File: config.mk
export PLATFORM = sky130hd
export DESIGN_NAME = hazard_controller
export DESIGN_NICKNAME = d
export VERILOG_FILES = /design/src/rtl/hazard_controller.sv
export SDC_FILE = /design/constraint.sdc
export NUM_CORES = 1
export LEC_CHECK = 0
export ABC_AREA = 1
export CAP_MARGIN = 20
export CELL_PAD_IN_SITES_DETAIL_PLACEMENT = 0
export CELL_PAD_IN_SITES_GLOBAL_PLACEMENT = 1
export CORE_ASPECT_RATIO = 1.5
export CORE_UTILIZATION = 35
export CTS_CLUSTER_SIZE = 24
export DETAILED_ROUTE_END_ITERATION = 16
export DONT_BUFFER_PORTS = 1
export GPL_ROUTABILITY_DRIVEN = 0
export HOLD_SLACK_MARGIN = 0.1
export PLACE_DENSITY = 0.76
export RECOVER_POWER = 25
export SLEW_MARGIN = 30
export SYNTH_ARGS = -nofsm -noshare
export SYNTH_HDL_FRONTEND = slang
export SYNTH_SLANG_ARGS = --single-unit
File: constraint.sdc
create_clock -name clk -period 2.8 [get_ports clk]
set_input_delay 0.42 -clock clk [delete_from_list [all_inputs] [get_ports clk]]
set_output_delay 0.42 -clock clk [all_outputs]
set_load 0.03 [all_outputs]
File: src/rtl/hazard_controller.sv
// hazard_controller: pipeline interlock and sequencing for the 5-stage core.
// Tracks the destinations in flight (EX/MEM/WB shadow), detects RAW hazards,
// handles taken-branch flushes and data-memory freezes, and counts stall cycles.
// Build option: define HAZARD_CTRL_FORWARDING_EN for a core with a forwarding
// unit (only load-use stalls). Without it, every RAW hazard against EX, MEM or
// WB interlocks and hazard_en is held at 1.
module hazard_controller #(
  parameter int REG_W = 3,
  parameter int CNT_W = 16
) (
  input  logic             clk,
  input  logic             rst_n,
  input  logic             id_valid,
  input  logic [REG_W-1:0] id_src1,
  input  logic [REG_W-1:0] id_src2,
  input  logic [REG_W-1:0] id_dest,
  input  logic             id_is_load,
  input  logic             br_taken,
  input  logic             mem_busy,
  output logic             pc_en,
  output logic             ifid_en,
  output logic             ifid_flush,
  output logic             idex_bubble,
  output logic             pipe_en,
  output logic             hazard_en,
  output logic [REG_W-1:0] ex_op_dest,
  output logic [REG_W-1:0] mem_op_dest,
  output logic [CNT_W-1:0] stall_cycles
);

  typedef enum logic [1:0] {
    RUN      = 2'd0,
    LU_STALL = 2'd1,
    MEM_WAIT = 2'd2
  } state_e;

`ifdef HAZARD_CTRL_FORWARDING_EN
  localparam logic HZ_IDLE = 1'b0;
`else
  localparam logic HZ_IDLE = 1'b1;
`endif

  state_e           state_q, state_d;
  logic [REG_W-1:0] ex_dest_q, ex_dest_d;
  logic [REG_W-1:0] mem_dest_q, mem_dest_d;
  logic [REG_W-1:0] wb_dest_q, wb_dest_d;
  logic             ex_is_load_q, ex_is_load_d;
  logic [CNT_W-1:0] stall_cycles_q, stall_cycles_d;
  logic             stall_req;

`ifdef HAZARD_CTRL_FORWARDING_EN
  // A load still in EX has no data to forward yet; its consumer in ID must wait.
  assign stall_req = id_valid && ex_is_load_q && (ex_dest_q != '0) &&
                     ((id_src1 == ex_dest_q) || (id_src2 == ex_dest_q));

  logic unused_wb_dest;
  assign unused_wb_dest = ^wb_dest_q;
`else
  // Without forwarding, any nonzero source still owed by EX, MEM or WB interlocks.
  logic src1_hit, src2_hit;
  assign src1_hit = (id_src1 != '0) &&
                    ((id_src1 == ex_dest_q) || (id_src1 == mem_dest_q) || (id_src1 == wb_dest_q));
  assign src2_hit = (id_src2 != '0) &&
                    ((id_src2 == ex_dest_q) || (id_src2 == mem_dest_q) || (id_src2 == wb_dest_q));
  assign stall_req = id_valid && (src1_hit || src2_hit);

  logic unused_ex_is_load;
  assign unused_ex_is_load = ex_is_load_q;
`endif

  // Next state and pipeline controls; mem_busy outranks br_taken, which outranks a stall.
  always_comb begin
    // NOTE: every output gets a default before any branch so no path can infer a latch.
    state_d     = RUN;
    pc_en       = 1'b1;
    ifid_en     = 1'b1;
    pipe_en     = 1'b1;
    ifid_flush  = 1'b0;
    idex_bubble = 1'b0;
    hazard_en   = HZ_IDLE;
    if (mem_busy) begin
      pc_en   = 1'b0;
      ifid_en = 1'b0;
      pipe_en = 1'b0;
      state_d = MEM_WAIT;
      if (state_q == MEM_WAIT) hazard_en = 1'b1;
    end else if ((state_q != LU_STALL) && br_taken) begin
      // The ID instruction is squashed, so any hazard it carried is moot.
      ifid_flush  = 1'b1;
      idex_bubble = 1'b1;
      hazard_en   = 1'b1;
    end else if ((state_q != LU_STALL) && stall_req) begin
      pc_en       = 1'b0;
      ifid_en     = 1'b0;
      idex_bubble = 1'b1;
      hazard_en   = 1'b1;
`ifdef HAZARD_CTRL_FORWARDING_EN
      state_d     = LU_STALL;
`endif
    end
    // Reset releases a frozen pipeline immediately, not at the next edge.
    if (!rst_n) begin
      pc_en       = 1'b1;
      ifid_en     = 1'b1;
      pipe_en     = 1'b1;
      ifid_flush  = 1'b0;
      idex_bubble = 1'b0;
      hazard_en   = HZ_IDLE;
    end
  end

  // Shadow pipeline advance and saturating stall counter.
  always_comb begin
    ex_dest_d      = ex_dest_q;
    ex_is_load_d   = ex_is_load_q;
    mem_dest_d     = mem_dest_q;
    wb_dest_d      = wb_dest_q;
    stall_cycles_d = stall_cycles_q;
    if (pipe_en) begin
      wb_dest_d    = mem_dest_q;
      mem_dest_d   = ex_dest_q;
      ex_dest_d    = (id_valid && !idex_bubble) ? id_dest : '0;
      ex_is_load_d = id_valid && !idex_bubble && id_is_load;
    end
    if (!pc_en && (stall_cycles_q != '1)) stall_cycles_d = stall_cycles_q + CNT_W'(1);
  end

  // State, shadow and counter registers.
  always_ff @(posedge clk or negedge rst_n) begin
    // NOTE: non-blocking assignments so every flop samples pre-edge values.
    if (!rst_n) begin
      state_q        <= RUN;
      ex_dest_q      <= '0;
      ex_is_load_q   <= 1'b0;
      mem_dest_q     <= '0;
      wb_dest_q      <= '0;
      stall_cycles_q <= '0;
    end else begin
      state_q        <= state_d;
      ex_dest_q      <= ex_dest_d;
      ex_is_load_q   <= ex_is_load_d;
      mem_dest_q     <= mem_dest_d;
      wb_dest_q      <= wb_dest_d;
      stall_cycles_q <= stall_cycles_d;
    end
  end

  assign ex_op_dest   = ex_dest_q;
  assign mem_op_dest  = mem_dest_q;
  assign stall_cycles = stall_cycles_q;

endmodule
## Yosys cells after proc, flatten, opt, wreduce, memory -nomap -nowiden

Cells that the tools add are included.
Widths: inputs -> output; s select.

| operators by class | value |
|---|---|
| $add $sub $neg | 1 |
| equal/unequal tests | 8 |
| mux-type cells | 15 |
| reductions and logical operators | 16 |

Operators with widths:

| cell | count |
|---|---|
| $eq 3x3->1 | 6 |
| $add 16x1->16 const B | 1 |
| $ne 16x16->1 const B | 1 |
| $mux 1 | 13 |
| $logic_and 1x1->1 | 7 |
| $reduce_bool 3->1 | 2 |
| $logic_or 1x1->1 | 5 |
| $mux 3 | 1 |
| $logic_not 1->1 | 2 |
| $mux 2 | 1 |
| $ne 2x1->1 const B | 1 |

| storage, ports and cells | value |
|---|---|
| flip-flop bits (word level) | 27 |
| output and inout bits | 28 |

## Logic depth before layout (Yosys ltp)

Gate-level depths: netlist (run 1).

| depth | value |
|---|---|
| depth after elaboration | 14 |
| mapped depth | 13 |

## Least setup slack after synthesis (run 1)

OpenSTA, ideal clock, no wires.

| path | value |
|---|---|
| path kind | reg-to-output |
| start | reg ex_dest_q[1], in the netlist ex_op_dest[1] |
| end | out pc_en |
| arrival time | 1.882 ns |
| required time | 2.380 ns |
| path slack | 0.498 ns |
| stages on the path, launching flop included | 13 |
| path through | dfrtp_1 > inv_1 > nand2_1 > nand2_1 > nand3_1 > nand3_1 > nand2_1 > nand2_1 > nand3_1 > nand2_1 > buf_2 > inv_1 > buf_4 |

| between the ends | value |
|---|---|
| cells in the longest elaborated chain, start to end | 11 |
| elaborated cells between the ends (all ways) | 15 |
| classes of those cells | eq/ne (2); mux (4); reduce/logical (9) |

Ends and longest elaborated chain:

| element | line | text |
|---|---|---|
| start: declaration | 44 | `logic [REG_W-1:0] ex_dest_q, ex_dest_d;` |
| start signal: assignment | 140 | `ex_dest_q <= ex_dest_d;` |
| $eq 3x3->1 (on tied branches) | 62, 64 |  |
| $logic_or 1x1->1 (on tied branches) (2 in series) | 62, 64 |  |
| $logic_and 1x1->1 (on tied branches) | 61, 63 |  |
| $logic_or 1x1->1 (*) | 65 | `assign stall_req = id_valid && (src1_hit \|\| src2_hit);` |
| $logic_and 1x1->1 (*) | 65 |  |
| $logic_and 1x1->1 (*) | 92 | `end else if ((state_q != LU_STALL) && stall_req) begin` |
| $mux 1 (*) (4 in series) | -- |  |
| end: declaration | 20 | `output logic pc_en,` |

Mark *: on every way between the ends. The rest lies on a longest branch, timed or not.

## Worst setup path in the final report (run 1)

| path | value |
|---|---|
| start | reg ex_dest_q[2], in the netlist ex_op_dest[2] |
| end | out pc_en |

Same word-level chain as after synthesis.

==> metrics.txt, run 1 <==
Reg2Reg Depth 9; DIE AREA 5117 sq um; CP endpoint kind output port; Final Skew 3.052 ps; most frequent cells in the layout nand2_1 (105), nand3_1 (35), inv_1 (28); largest net degree at the start of global routing 26; Yosys reg bits 25; total CTS buffers 3; top cells by area, synth dfrtp_1 (37%), nand2_1 (23%), nand3_1 (10%); Buffers on Ports 0; Final Cell Area 1821 sq um; Peak supply drop 0.2595 mV; vias in the first global route 1,549; CP dominant cell by count nand2_1; FP Rows 30; largest family of logic cells by synthesized area simple AND/OR/NAND/NOR gates; # setup viols final 0; XOR/XNOR Fraction of Synth Area 9.326%; Starting Density 36.91%; layout cells sized above 1 5.556%; antenna cell count 0; Critical Path Fanout Max 6; synthesized area per cell 6.816 sq um; setup TNS 0 ps; leakage power total 0.9917 nW; commonest non-fill, non-tap cell in the layout nand2_1; # fillers 531; fin crit period 2382 ps; Final Net Count 269; Post-DP Area 1760 sq um; adder-cell share of the synthesized area 0.7402%; total number of vias 1,522; Iter 0 DRT Violations 43; Synth Cell Area 1690 sq um; leading area contributor after synthesis dfrtp_1; core box area 4579 sq um; Worst path max stage delay 650 ps; Slowest cell on crit path dfrtp_1; status complete, no violations; CTS tree built; actual slew at the worst max-slew pin 1448 ps; Area Overhead vs Synth 7.698%; PwrDens 534.8 nW/um^2; Slew Limit Fails 0; clock latency on the worst-skew pair 270 ps; Relative slew margins 3.490%; simple-gate share of the synthesized area 42.34%; final WL 4147 microns; post-CTS sizing 0; initial antenna violation count 0; hold crit path type in -> reg; Core Util, Final 39.75%; routed len/inst 13.12 microns; CP Buf/Inv Count 3; Synth Area in Compound Gates 1.776%; CP Launch Type flop; DP Wirelength 3027 microns; Synth cell types 22; Fin. Hold Viols 0; RSZ-0062 raised after global routing no; delay-heaviest family, CP flip-flops; clk slew on worst S/H paths 90 ps; first-pass GRT wire length 6789 microns; DRT Pass-1 Iters 4; Net Count, Synth 264; DRT antenna net count 0; Overall Global Routing Usage 17.91%; DR DRC count 0; register area share after synthesis 37.01%; die width 58.74 microns; num ports 43; synth warn 0; multiplexer area fraction after synthesis 0%; worst hold path cell count 2; number of H-tree levels 1; vias per std cell 4.816; Fmax achieved 419.8 MHz; Crit path depth 11; total grt overflow 0; Tcrit/Tclk final 85.07%; max capacitance violation total 0; post-synth top area share 37.01%; CP required 2380 ps; maximum clock path buffer count 2; clk root buf clkbuf_8; Mapped Cells 248; critical-path cell list inv_1, nand2_1, nand2_1, nand3_1, nand3_1, nand2_1, nand2_1, nand3_1, nand2_1, inv_1, buf_4; critical path type reg -> out; CTS sink cnt 25; CP Data Arrival Time 1960 ps; Die Y 87.12 microns
state kept, by name (all words and copies together) (netlist names):
name          flops
mem_op_dest       3
ex_op_dest        3
stall_cycles     16
wb_dest_q         3
path summary, 6_finish.rpt:
check | slack, ps | end | from
worst min register to register | 620 | wb_dest_q[1]$_DFFE_PN0P_ | wb_dest_q[1]$_DFFE_PN0P_
worst min-delay path | 280 | ex_op_dest[1]$_DFFE_PN0P_ | id_valid
min in group asynchronous | 1040 | mem_op_dest[2]$_DFFE_PN0P_ | rst_n
worst max register to register | 500 | stall_cycles[6]$_DFFE_PN0P_ | stall_cycles[1]$_DFFE_PN0P_
max in group asynchronous | 920 | ex_op_dest[1]$_DFFE_PN0P_ | rst_n
worst max-delay path | 420 | pc_en | ex_op_dest[2]$_DFFE_PN0P_
metal layers:
layer / vias to the layer above / GRT usage, % / wire length, microns
met2: 37 / 34.81 / 2238
met5: - / 0 / 0
met3: 8 / 4.160 / 225
met4: 0 / 8.225 / 99
li1: 777 / - / -
met1: 700 / 16.96 / 1584
cell type report:
class	count	area, sq um	area share (%)
multi-input cells	189	919.6	50.52
inverters	28	105.1	5.773
well taps	64	80.08	4.399
repair buffers	6	43.79	2.405
clock inverters	1	5.005	0.2749
clock buffers	3	41.29	2.268
flip-flops and latches	25	625.6	34.36
cells by family after synthesis:
kind of cell,after synthesis
AO/OA/AOI/OAI,6
flip-flops,25
buffers and inverters,34
XOR/XNOR,18
other,1
AND/OR/NAND/NOR,163
adder cells (fa/ha/maj),1
stage by stage:
step | hold WS (ps) | std cells | setup slack (ps) | total power (W)
global placement | 125.0 | 310 | 511.5 | 0.0007541
finish | 283.0 | 316 | 417.9 | 0.0009735
detailed placement | 125.0 | 310 | 494.1 | 0.0007553
global route | 289.3 | 316 | 224.5 | 0.001042
CTS | 276.0 | 316 | 369.2 | 0.0009927
floorplan | 124.4 | 248 | 498.5 | 0.0007020
repair_timing:
action,in CTS,in global routing
buffers inserted,0,0
hold buffers,2,0
hold endpoints to repair,25,0
power by group:
group,leakage [nW],internal [W],total (W),switching (W)
sequential,0.336,0.000402,0.000541,0.000139
clock,0.0255,0.0000996,0.000219,0.000119
combinational,0.630,0.0000819,0.000214,0.000132
total,0.992,0.000584,0.000974,0.000390
cells in the mapped netlist:
master    number
conb_1         1
xnor2_1        9
inv_1         28
xor2_1         9
ha_1           1
dfrtp_1       25
nor3_4         1
nand2_1      105
o21ai_0        6
clkbuf_1       1
nand3_1       35
buf_4          2
nand4_1        1
nand3_2        1
buf_6          1
nor2_1        13
nor2_4         1
buf_2          2
nand2_4        1
nand2_2        1
nor3_1         3
nand4_4        1
Power figures use the tool's default switching activity.
==> inputs of run 2 (changes only) <==
Settings changed: ABC_AREA 1 to 0, GPL_TIMING_DRIVEN set to 0, PLACE_DENSITY 0.76 to 0.71.
Clock period 2.8 ns to 2.55 ns, I/O delays scaled along.
==> metrics.txt, run 2 <==
status complete, no violations; Synth Cell Area 1539 sq um; Slowest cell on crit path dfrtp_2; critical-path cell list xor2_1, nor4_2, a41oi_2, nand3_1, a21oi_1, nor3b_4; RSZ-0062 raised after global routing no; layout cells sized above 1 24.34%; Peak supply drop 0.4293 mV; total number of vias 1,117; Post-DP Area 1597 sq um; CTS tree built; max reg flops 16; core box area 4209 sq um; first-pass GRT wire length 5423 microns; hold crit path type in -> reg; CP Buf/Inv Count 0; wl on met1 1293 microns; Relative slew margins 12.70%; Met2 Wirelength 1758 microns; critical path type reg -> out; DP Wirelength 2552 microns; fin crit period 2391 ps; PwrDens 681.4 nW/um^2; CP Data Arrival Time 2010 ps; number of H-tree levels 1; post-synth top area share 40.65%; leading area contributor after synthesis dfrtp_1; Mapped Cells 144; Final Net Count 169; vias in the first global route 1,117; max capacitance violation total 0; DRT antenna net count 0; leakage power total 0.6957 nW; register area share after synthesis 40.65%; largest net degree at the start of global routing 26; most frequent cells in the layout xnor2_1 (19), dfrtp_1 (19), xor2_1 (12); Critical Path Fanout Max 6; Overall Global Routing Usage 14.63%; num ports 43; Buffers on Ports 0; Starting Density 36.56%; Fin. Hold Viols 0; Iter 0 DRT Violations 47; DIE AREA 4672 sq um; synthesized area per cell 10.69 sq um; vias per std cell 5.641; Reg2Reg Depth 7; final worst slack 159.2 ps; commonest cells in the netlist dfrtp_1 (25), xnor2_1 (19), xor2_1 (12); Slew Limit Fails 0; top cells by area, synth dfrtp_1 (41%), xnor2_1 (11%), xor2_1 (6.8%); total grt overflow 0; synth warn 0; fin cells 198; Yosys reg bits 25; routed len/inst 16.80 microns; worst hold path cell count 2; # setup viols final 0; clock latency on the worst-skew pair 260 ps; CP endpoint kind output port; final WL 3326 microns; maximum clock path buffer count 2; Area Overhead vs Synth 9.756%; DR top layer met4; Final Cell Area 1689 sq um; CTS sink cnt 25; Cells after DPL 190; Tot Pwr 0.001151 W; Final Skew 7.533 ps; die width 56.14 microns; clk slew on worst S/H paths 80 ps; initial antenna violation count 0; clk root buf clkbuf_8; antenna cell count 0; DRT Pass-1 Iters 4; Fmax achieved 418.3 MHz; Die Y 83.22 microns; Tcrit/Tclk final 93.76%; ys async rst share 100.0%; main flop type after synthesis dfrtp_1; CP Launch Type flop; FP Rows 29; Worst path max stage delay 510 ps; DR DRC count 0; Post-synth EDFFs 0; # fillers 431; actual slew at the worst max-slew pin 1309 ps; CP required 2170 ps; Synth cell types 40; Net Count, Synth 160; total CTS buffers 3; pre-CTS setup slack -69.03 ps; delay-heaviest family, CP simple AND/OR/NAND/NOR gates; met3 WL post-DR 233 microns; count leader, synth dfrtp_1; Crit path depth 6
-- run 2: cell count changes in the layout (fill, tap and decap cells not counted), moves of 6 or more --
| cell | delta |
|---|---|
| mux2_2 | +7 |
| nand3_1 | -25 |
| xnor2_1 | +10 |
| nand4_1 | +6 |
| dfrtp_2 | +6 |
| inv_1 | -27 |
| nand2_1 | -96 |
| nor2_1 | -7 |
| dfrtp_1 | -6 |
-- run 2: what timing repair did --
item / in CTS / in global routing
hold buffers: 2 / 0
endpoints found under the hold margin: 25 / 0
gates cloned: 0 / 0
setup endpoints to repair: 2 / 2
pin swaps: 0 / 1
gates resized for setup: 8 / 1
buffers inserted: 0 / 2
-- run 2: routing by layer --
layer / vias up / global-route usage, %
met1: 547 / 16.95
met2: 41 / 25.87
met3: 4 / 3.738
met4: 0 / 4.656
li1: 525 / -
met5: - / 0
-- run 2: stage by stage --
stage	hold WS, ps	util, %	TNS [ps]
5_1_grt	226.0	40.13	0
6_report	240.3	40.13	0
3_3_place_gp	87.58	37.93	-46.17
4_1_cts	239.3	40.01	0
2_1_floorplan	86.91	-	0
3_5_place_dp	87.63	37.93	-69.03
-- run 2: logic make-up after synthesis --
family                     Yosys count  share of synthesized area, %
and+or+nand+nor                     57                         23.90
xor gates and xnor gates            31                         17.64
DFF                                 25                         40.65
AOI/OAI and AO/OA                   12                         6.911
muxes                                9                         6.748
buffers and inverters                8                         3.089
adders and majority gates            1                        0.8129
other                                1                        0.2437
-- run 2: final timing paths --
check                                             from  slack [ps]                            to
max                         mem_op_dest[2]$_DFFE_PN0P_         160                   idex_bubble
min                                         id_dest[1]         240     ex_op_dest[1]$_DFFE_PN0P_
max reg2reg                stall_cycles[0]$_DFFE_PN0P_         290   stall_cycles[1]$_DFFE_PN0P_
min reg2reg                   wb_dest_q[1]$_DFFE_PN0P_         610      wb_dest_q[1]$_DFFE_PN0P_
max in group asynchronous                        rst_n         740    mem_op_dest[2]$_DFFE_PN0P_
min in group asynchronous                        rst_n         940  stall_cycles[15]$_DFFE_PN0P_
-- run 2: cell type report --
cell class	instances	area, sq um	area share (%)
buffer	6	40.04	2.370
inverter	2	7.507	0.4444
tap	46	57.56	3.407
sequential	25	633.1	37.48
clock buffer	4	45.04	2.667
timing repair buffer	4	28.78	1.704
multi-input combinational	111	877.1	51.93
-- run 2: power breakdown --
| group | switching (W) | internal (W) |
|---|---|---|
| registers | 0.000191 | 0.000453 |
| logic | 0.000156 | 0.000128 |
| clock network | 0.000112 | 0.000111 |
==> inputs of run 3 (changes only) <==
Settings changed: CORE_UTILIZATION 35 to 45, PLACE_DENSITY 0.71 to 0.85.
==> metrics.txt, run 3 (synthesis results as in run 2) <==
crit path from mem_op_dest[0]$_DFFE_PN0P_; final hold slack 225.9 ps; reg-to-reg startpoint stall_cycles[0]$_DFFE_PN0P_; number of H-tree levels 1; vias per std cell 5.885; Overall Global Routing Usage 19.93%; Crit path depth 6; total grt overflow 0; die width 49.75 microns; DR DRC count 0; hold crit path type in -> reg; Tcrit/Tclk final 96.30%; Tot Pwr 0.001190 W; Area Overhead vs Synth 10.57%; status complete, no violations; CP Launch Type flop; core box area 3191 sq um; Internal Power 0.0006969 W; CP required 2170 ps; clk slew on worst S/H paths 90 ps; Final Skew 1.479 ps; Core Util, Final 53.33%; clk root buf clkbuf_8; DIE AREA 3663 sq um; Critical Path Fanout Max 6; combinational power share 25.2%; Worst path max stage delay 530 ps; FP Rows 25; Slowest cell on crit path dfrtp_2; Reg power frac 54.2%; Relative slew margins 13.33%; layout cells sized above 1 26.97%; Die Y 73.62 microns; final WL 3422 microns; critical-path cell list xor2_2, nor4_2, a41oi_2, nand3_2, a21oi_2, nor3b_4; DRT Pass-1 Iters 4; leakage power total 0.6990 nW; max capacitance violation total 0; Fin. Hold Viols 0; Fmax achieved 407.2 MHz; total CTS buffers 3; max reg flops 16; worst r2r dst stall_cycles[1]$_DFFE_PN0P_; total number of vias 1,130; actual slew at the worst max-slew pin 1300 ps; delay-heaviest family, CP simple AND/OR/NAND/NOR gates; CP Buf/Inv Count 0; Final Net Count 169; num ports 43; antenna cell count 0; CTS sink cnt 25; Clk pwr share 20.6%; CTS tree built; routed len/inst 17.82 microns; CP Data Arrival Time 2070 ps; DP Wirelength 2520 microns; first-pass GRT wire length 5506 microns; most frequent cells in the layout xnor2_1 (19), dfrtp_1 (19), xor2_1 (11); Slew Limit Fails 0; clock latency on the worst-skew pair 280 ps; Critical Path Sink idex_bubble; Final Cell Area 1702 sq um; Net Sw Power 0.0004934 W; maximum clock path buffer count 2; Iter 0 DRT Violations 24; Switching Fraction 41.46%; Starting Density 48.24%; Post-DP Area 1589 sq um; Peak supply drop 0.4912 mV; DRT antenna net count 0; critical path type reg -> out; initial antenna violation count 0; PwrDens 699.5 nW/um^2; Worst R2R Setup Slack 230 ps; # setup viols final 0; Buffers on Ports 0; vias in the first global route 1,173; fin crit period 2456 ps; largest net degree at the start of global routing 26; CP endpoint kind output port; Reg2Reg Depth 7
## run 3: changes by cell type in the layout (fill, tap and decap cells not counted), sizes merged
cell | previous run | this run
clkinvlp | 0 | 1
clkbuf | 6 | 5
## run 3: worst min path at each step
stage	start	to	slack, ps	depth (start not counted)
finish	id_dest[1]	ex_op_dest[1]$_DFFE_PN0P_	230	2
global placement	rst_n	stall_cycles[12]$_DFFE_PN0P_	90	0
floorplan	rst_n	ex_op_dest[0]$_DFFE_PN0P_	90	0
global route	id_dest[1]	ex_op_dest[1]$_DFFE_PN0P_	230	2
CTS	id_dest[1]	ex_op_dest[1]$_DFFE_PN0P_	230	2
detailed placement	rst_n	stall_cycles[15]$_DFFE_PN0P_	90	0
## run 3: metal layers
metal  track usage, %  vias up  share of wire [%]
li1                 -      522                  -
met1            20.45      552                 37
met2            36.34       49                 54
met3            4.141        7                6.4
met4            12.38        0                2.3
met5                0        -                  0
## run 3: area by class of cell
type                            count  area (sq um)
Buffer                              6         40.04
Clock buffer                        3         41.29
Clock inverter                      1         7.507
Fill cell                         308          1489
Inverter                            2         7.507
Multi-Input combinational cell    111         893.4
Sequential cell                    25         633.1
Tap cell                           40         50.05
Timing Repair Buffer                4         28.78
## run 3: through the flow
stage          cells  worst slack [ps]  setup TNS, ps
2_1_floorplan    144             123.3              0
3_3_place_gp     184            -36.78         -36.78
3_5_place_dp     184            -79.70         -79.70
4_1_cts          190             17.92              0
5_1_grt          192           -0.8742        -0.8742
6_report         192             94.33              0
## run 3: power groups by stage
stage	clock network [W]	registers (W)	logic [W]
6_report	0.000246	0.000645	0.000300
5_1_grt	0.000263	0.000661	0.000330
4_1_cts	0.000250	0.000646	0.000294
3_5_place_dp	0	0.000652	0.000276
3_3_place_gp	0	0.000647	0.000262
2_1_floorplan	0	0.000626	0.000231
## run 3: timing repair
action | CTS | global route
pin swaps | 0 | 4
hold buffers | 2 | 0
endpoints found under the setup margin | 2 | 2
resized for setup | 9 | 3
hold endpoints to repair | 25 | 0
buffers inserted | 0 | 2
